<file path="config.mk">
export PLATFORM = sky130hd
export DESIGN_NAME = regfile_fill_sequencer_flat
export DESIGN_NICKNAME = d
export VERILOG_FILES = /design/src/rtl/regfile_fill_sequencer_if.sv /design/src/rtl/regfile_fill_sequencer.sv /design/src/flat_wrapper.sv
export SDC_FILE = /design/constraint.sdc
export NUM_CORES = 1
export LEC_CHECK = 0
export CORE_MARGIN = 2
export CORE_UTILIZATION = 47
export DETAILED_ROUTE_END_ITERATION = 7
export DONT_BUFFER_PORTS = 1
export PLACE_DENSITY_LB_ADDON = 0.2
export SYNTH_ARGS = -nofsm -noshare
export SYNTH_HDL_FRONTEND = slang
export SYNTH_SLANG_ARGS = --single-unit
</file>
<file path="constraint.sdc">
create_clock -name clk -period 2.6 [get_ports clk]
set_clock_uncertainty 0.2 [all_clocks]
set_input_delay 0.52 -clock clk [delete_from_list [all_inputs] [get_ports clk]]
set_output_delay 0.52 -clock clk [all_outputs]
set_load 0.01 [all_outputs]
</file>
<file path="src/rtl/regfile_fill_sequencer_if.sv">
// -----------------------------------------------------------------------------
// regfile_fill_sequencer_if
// Register-file / ALU control bundle between the fill sequencer and the
// register-file lab datapath.
//   rf_we       register-file write enable
//   rf_waddr    write address
//   rf_raddr_a  ALU operand A read address
//   rf_raddr_b  ALU operand B read address
//   alu_op      0 = ADD (A + Bsel), 1 = PASS_IMM (imm)
//   b_sel_imm   1 = operand B is imm, 0 = operand B is register-file port B
//   imm         immediate value
// Modports: master (sequencer drives), slave (datapath consumes).
// -----------------------------------------------------------------------------
interface regfile_fill_sequencer_if #(
    parameter int ADDR_W = 4,
    parameter int DATA_W = 16
);
    logic              rf_we;
    logic [ADDR_W-1:0] rf_waddr;
    logic [ADDR_W-1:0] rf_raddr_a;
    logic [ADDR_W-1:0] rf_raddr_b;
    logic              alu_op;
    logic              b_sel_imm;
    logic [DATA_W-1:0] imm;

    modport master (
        output rf_we, rf_waddr, rf_raddr_a, rf_raddr_b, alu_op, b_sel_imm, imm
    );

    modport slave (
        input rf_we, rf_waddr, rf_raddr_a, rf_raddr_b, alu_op, b_sel_imm, imm
    );
endinterface

</file>
<file path="src/rtl/regfile_fill_sequencer.sv">
// -----------------------------------------------------------------------------
// regfile_fill_sequencer
// Control FSM for the register-file lab datapath. On start it fills all
// NREG = 2**ADDR_W registers with a mode-selected sequence (Fibonacci, powers
// of two, or a count), one write per cycle, then parks in DISPLAY where the
// switches drive the operand-A read address. A new start from DISPLAY refills
// without a reset.
// Ports:
//   clk       clock, rising edge
//   reset     asynchronous, active-high
//   start     fill request (honoured in IDLE and DISPLAY only)
//   mode      0 Fibonacci, 1 shift, 2 count, 3 reserved (ignored)
//   switches  display read address
//   rf        register-file / ALU control bundle (master side)
//   busy      high while filling
//   done      high in DISPLAY
//   fsmState  state encoding for debug
// -----------------------------------------------------------------------------
module regfile_fill_sequencer #(
    parameter int ADDR_W = 4,
    parameter int DATA_W = 16
) (
    input  logic                            clk,
    input  logic                            reset,
    input  logic                            start,
    input  logic [1:0]                      mode,
    input  logic [ADDR_W-1:0]               switches,
    regfile_fill_sequencer_if.master        rf,
    output logic                            busy,
    output logic                            done,
    output logic [2:0]                      fsmState
);
    localparam logic [2:0] S_IDLE    = 3'd0;
    localparam logic [2:0] S_SEED0   = 3'd1;
    localparam logic [2:0] S_SEED1   = 3'd2;
    localparam logic [2:0] S_STEP    = 3'd3;
    localparam logic [2:0] S_DISPLAY = 3'd4;

    localparam logic [1:0] M_FIB     = 2'd0;
    localparam logic [1:0] M_SHIFT   = 2'd1;
    localparam logic [1:0] M_RSVD    = 2'd3;

    // i carries one extra bit so the terminal compare never wraps.
    localparam logic [ADDR_W:0] LAST_IDX = {1'b0, {ADDR_W{1'b1}}};
    localparam logic [ADDR_W:0] ONE      = {{ADDR_W{1'b0}}, 1'b1};
    localparam logic [ADDR_W:0] TWO      = ONE + ONE;

    logic [2:0]      state;
    logic [ADDR_W:0] i;
    logic [1:0]      mode_q;
    logic [ADDR_W:0] i_m1;
    logic [ADDR_W:0] i_m2;

    assign i_m1     = i - ONE;
    assign i_m2     = i - TWO;
    assign fsmState = state;

    always_ff @(posedge clk or posedge reset) begin
        if (reset) begin
            state  <= S_IDLE;
            i      <= '0;
            mode_q <= 2'd0;
        end else begin
            case (state)
                S_IDLE, S_DISPLAY: begin
                    if (start && (mode != M_RSVD)) begin
                        state  <= S_SEED0;
                        mode_q <= mode;
                    end
                end
                S_SEED0: state <= S_SEED1;
                S_SEED1: begin
                    state <= S_STEP;
                    i     <= TWO;
                end
                S_STEP: begin
                    i <= i + ONE;
                    if (i == LAST_IDX) begin
                        state <= S_DISPLAY;
                    end
                end
                // Unused encodings fall back to IDLE.
                default: state <= S_IDLE;
            endcase
        end
    end

    // Moore decode; only DISPLAY passes switches straight through.
    always_comb begin
        rf.rf_we      = 1'b0;
        rf.rf_waddr   = '0;
        rf.rf_raddr_a = '0;
        rf.rf_raddr_b = '0;
        rf.alu_op     = 1'b0;
        rf.b_sel_imm  = 1'b0;
        rf.imm        = '0;
        busy          = 1'b0;
        done          = 1'b0;
        case (state)
            S_SEED0: begin
                rf.rf_we     = 1'b1;
                rf.alu_op    = 1'b1;
                rf.b_sel_imm = 1'b1;
                rf.imm       = (mode_q == M_SHIFT) ? DATA_W'(1) : DATA_W'(0);
                busy         = 1'b1;
            end
            S_SEED1: begin
                rf.rf_we     = 1'b1;
                rf.rf_waddr  = ADDR_W'(1);
                rf.alu_op    = 1'b1;
                rf.b_sel_imm = 1'b1;
                rf.imm       = (mode_q == M_SHIFT) ? DATA_W'(2) : DATA_W'(1);
                busy         = 1'b1;
            end
            S_STEP: begin
                rf.rf_we      = 1'b1;
                rf.rf_waddr   = i[ADDR_W-1:0];
                rf.rf_raddr_a = i_m1[ADDR_W-1:0];
                busy          = 1'b1;
                case (mode_q)
                    M_FIB:   rf.rf_raddr_b = i_m2[ADDR_W-1:0];
                    // Shift doubles by adding the previous register to itself.
                    M_SHIFT: rf.rf_raddr_b = i_m1[ADDR_W-1:0];
                    default: begin
                        rf.b_sel_imm = 1'b1;
                        rf.imm       = DATA_W'(1);
                    end
                endcase
            end
            S_DISPLAY: begin
                rf.rf_raddr_a = switches;
                done          = 1'b1;
            end
            default: ;
        endcase
    end
endmodule

</file>
<file path="src/flat_wrapper.sv">
// flat-port wrapper written by rule: the top's interface ports become plain ports
module regfile_fill_sequencer_flat 
#(
    parameter int ADDR_W = 4,
    parameter int DATA_W = 16
)
  (clk, reset, start, mode, switches, busy, done, fsmState, rf_rf_we, rf_rf_waddr, rf_rf_raddr_a, rf_rf_raddr_b, rf_alu_op, rf_b_sel_imm, rf_imm);
  regfile_fill_sequencer_if #(.ADDR_W(ADDR_W), .DATA_W(DATA_W)) rf_i ();
  input  logic clk;
  input  logic reset;
  input  logic start;
  input  logic [1:0] mode;
  input  logic [ADDR_W-1:0] switches;
  output logic busy;
  output logic done;
  output logic [2:0] fsmState;
  output wire logic [$bits(rf_i.rf_we)-1:0] rf_rf_we;
  output wire logic [$bits(rf_i.rf_waddr)-1:0] rf_rf_waddr;
  output wire logic [$bits(rf_i.rf_raddr_a)-1:0] rf_rf_raddr_a;
  output wire logic [$bits(rf_i.rf_raddr_b)-1:0] rf_rf_raddr_b;
  output wire logic [$bits(rf_i.alu_op)-1:0] rf_alu_op;
  output wire logic [$bits(rf_i.b_sel_imm)-1:0] rf_b_sel_imm;
  output wire logic [$bits(rf_i.imm)-1:0] rf_imm;
  assign rf_rf_we = rf_i.rf_we;
  assign rf_rf_waddr = rf_i.rf_waddr;
  assign rf_rf_raddr_a = rf_i.rf_raddr_a;
  assign rf_rf_raddr_b = rf_i.rf_raddr_b;
  assign rf_alu_op = rf_i.alu_op;
  assign rf_b_sel_imm = rf_i.b_sel_imm;
  assign rf_imm = rf_i.imm;
  regfile_fill_sequencer #(.ADDR_W(ADDR_W), .DATA_W(DATA_W)) u_core (.clk(clk), .reset(reset), .start(start), .mode(mode), .switches(switches), .rf(rf_i), .busy(busy), .done(done), .fsmState(fsmState));
endmodule
</file>
==> flow_metrics.env <==
export IMPL_mostFrequentLayoutCells="conb_1 (14), nor2_1 (9), dfrtp_1 (9)"
export IMPL_ant_nets=0
export IMPL_clkTransAtPathRegs_ns=0.06
export IMPL_hp_start="mode[1]"
export IMPL_grt_util_all_layers_pct=16.6
export IMPL_grt_pass1_vias=636
export IMPL_clock_path_buffers=2
export IMPL_crit_arrival_ns=1.79
export IMPL_reg2reg_from="u_core.i[0]$_DFFE_PP0P_"
export IMPL_synth_top_area_cell="dfrtp_1"
export IMPL_vdd_drop_max_mv=0.603
export IMPL_dp_hpwl_um=1400
export IMPL_drive_gt1_share_pct=14.7
export IMPL_pwr_share_seq_pct=32.1
export IMPL_whs_path_depth=1
export IMPL_grt_overflow=0
export IMPL_wl_per_cell_um=14.2
export IMPL_cp_start_kind="register"
export IMPL_cts_buffers=3
export IMPL_cp_cell_sequence="inv_1, ha_1, nor2b_1, a2111oi_1, buf_4"
export IMPL_post_route_drc_count=0
export IMPL_finalMaxSlewViolations=0
export IMPL_cp_depth=5
export IMPL_synth_area_leaders="dfrtp_1 (27%), buf_4 (15%), ha_1 (8.1%)"
export IMPL_hold_viol_final=0
export IMPL_num_rows=16
export IMPL_grt_pass1_wl_um=3050
export IMPL_buffer_ports_inserted=0
export IMPL_fin_nets=119
export IMPL_layout_commonest_cell="conb_1"
export IMPL_insertion_delay_ns=0.27
export IMPL_max_cap_violations=0
export IMPL_status="finished clean"
export IMPL_vias=682
export IMPL_rsz0062_at_grt="no"
export IMPL_r2r_end="u_core.fsmState[2]$_DFFE_PP0P_"
export IMPL_p_int_mw=0.545
export IMPL_synth_edf_count=0
export IMPL_synth_distinct_cells=31
export IMPL_swShare_pct=53.2
export IMPL_ys_warn_count=0
export IMPL_syn_cell_area_sq_um=927
export IMPL_synth_ff_type="dfrtp_1"
export IMPL_final_setup_tns_ns=0
export IMPL_slowest_delay_ns=0.44
export IMPL_cp_data_required_time_ns=1.88
export IMPL_ys_ff_latch=10
export IMPL_syn_to_final_growth_pct=-1.89
export IMPL_core_sq_um=1900
export IMPL_dieHeight_um=48.4
export IMPL_r2r_cells=5
export IMPL_slew_headroom_pct=58.4
export IMPL_final_setup_viol_count=0
export IMPL_antenna_cells=0
export IMPL_gp_congestion=0.716
export IMPL_ys_seq_area_share_pct=27.0
export IMPL_ios=45
export IMPL_pwr_share_clk_pct=9.0
export IMPL_combPwrFrac_pct=58.9
export IMPL_clock_root_buffer="clkbuf_4"
export IMPL_viasPerCell=5.29
export IMPL_cts_sinks=10
export IMPL_syn_inst=104
export IMPL_dr_pass1_iters=4
export IMPL_tritoncts="yes"
export IMPL_worst_setup_path_end_kind="output port"
export IMPL_htree_num_levels=1
export IMPL_synth_top_area_share_pct=27.0
export IMPL_period_share_pct=96.5
export IMPL_slowest_stage="dfrtp_1"
export IMPL_wl_um=1830
export IMPL_async_flop_share_pct=100
export IMPL_critPathKind="register to output port"
export IMPL_power_leakage_nw=0.399
export IMPL_p_per_area_nw_per_um2=1280
export IMPL_die_w_um=48.4
export IMPL_r2r_slack_ns=0.99
export IMPL_start_util_pct=48.7
export IMPL_worstHoldEndpoint="u_core.mode_q[1]$_DFFE_PP0P_"
export IMPL_p_switching_mw=0.619
export IMPL_grt_max_degree=18
export IMPL_antenna_found_initial=0
export IMPL_p_total_mw=1.16
export IMPL_first_iter_violations=7
export IMPL_period_needed_ns=2.51
export IMPL_synth_avg_cell_area_sq_um=8.91
export IMPL_clock_fmax_mhz=399
export IMPL_dieArea_sq_um=2340
export IMPL_crit_buf_inv=2
export IMPL_hold_path_class="primary input to register"
export IMPL_max_slew_worst_pin_slew_ns=0.615
export IMPL_cp_max_fo=6
export IMPL_cp_top_family="flip-flops"
## per-layer routing
layer  global-route usage (%)  vias up  routed length (um)
met4                     5.71        0                  23
met3                     4.32        3                 136
met2                     27.8       29                 875
met1                     20.7      324                 799
li1                         -      326                   -
met5                        0        -                   0
## cells in the mapped netlist, types with 2 or more instances
cell        n
o21ai_0     4
nor3_1      2
buf_4      18
nand2_1     7
ha_1        6
nor2b_1     3
o2bb2ai_1   4
buf_2       2
mux2_2      2
nor2_1      9
xnor2_1     4
inv_1       8
dfrtp_1    10
o22ai_1     3
a21oi_1     3
and3_1      2
nor4b_1     2
a21boi_0    2
## stage by stage
stage | worst slack [ns] | cell area [sq um] | utilization, % | cells | hold slack (ns)
CTS | 0.0479 | 908 | 47.8 | 129 | 0.200
global placement | 0.396 | 876 | 46.1 | 125 | 0.218
global route | 0.00722 | 910 | 47.8 | 129 | 0.190
finish | 0.0916 | 910 | 47.8 | 129 | 0.202
floorplan | 0.404 | 976 | - | 117 | 0.160
detailed placement | 0.350 | 876 | 46.1 | 125 | 0.220
## flip-flops by register name (all words and copies together) (netlist names)
register,count
u_core.i,5
u_core.mode_q,2
u_core.fsmState,3
## area by class of cell
class                   instances  area [sq um]
fillers                       193           992
inverters                       8          30.0
repair buffers                  3          25.0
clock buffers                   3          22.5
flip-flops and latches         10           251
multi-input cells              78           547
well taps                      27          33.8
## cells by family after synthesis
logic type | after synthesis | synth area share, %
AO/OA/AOI/OAI | 22 | 19.7
XOR/XNOR | 4 | 3.78
adder cells (fa/ha/maj) | 6 | 8.10
buffers and inverters | 29 | 19.3
flip-flops | 10 | 27.0
multiplexers | 2 | 2.43
other | 1 | 0.404
AND/OR/NAND/NOR | 30 | 19.3
## how the worst max path moves through the flow
stage / from / end / slack, ns
after floorplan: u_core.i[0]$_DFFE_PP0P_ / rf_rf_raddr_b[2] / 0.40
after global placement: u_core.i[0]$_DFFE_PP0P_ / rf_rf_raddr_b[2] / 0.40
after detailed placement: u_core.i[0]$_DFFE_PP0P_ / rf_rf_raddr_b[2] / 0.35
after CTS: u_core.i[0]$_DFFE_PP0P_ / rf_rf_raddr_b[2] / 0.05
after global routing: u_core.i[2]$_DFFE_PP0P_ / rf_rf_raddr_b[2] / 0.007
final: u_core.i[2]$_DFFE_PP0P_ / rf_rf_raddr_b[2] / 0.09
## worst reg2reg max path: stages (launching register included)
cell and delay (ns):
dfrtp_2 0.47, ha_1 0.25, and3_1 0.19, ha_1 0.22, inv_1 0.07, o22ai_1 0.08
## timing repair
action                     CTS  global route
setup buffers                0             0
resized for setup            0             2
hold buffers                 1             0
setup endpoints to repair    0             1
hold endpoints to repair    10             0
## power by group through the flow
stage	sequential (mW)	combinational, mW	clock (mW)
2_1_floorplan	0.273	0.706	0
3_3_place_gp	0.369	0.674	0
3_5_place_dp	0.376	0.688	0
4_1_cts	0.373	0.691	0.109
5_1_grt	0.389	0.768	0.118
6_report	0.374	0.685	0.104
(Power assumes the default switching activity.)
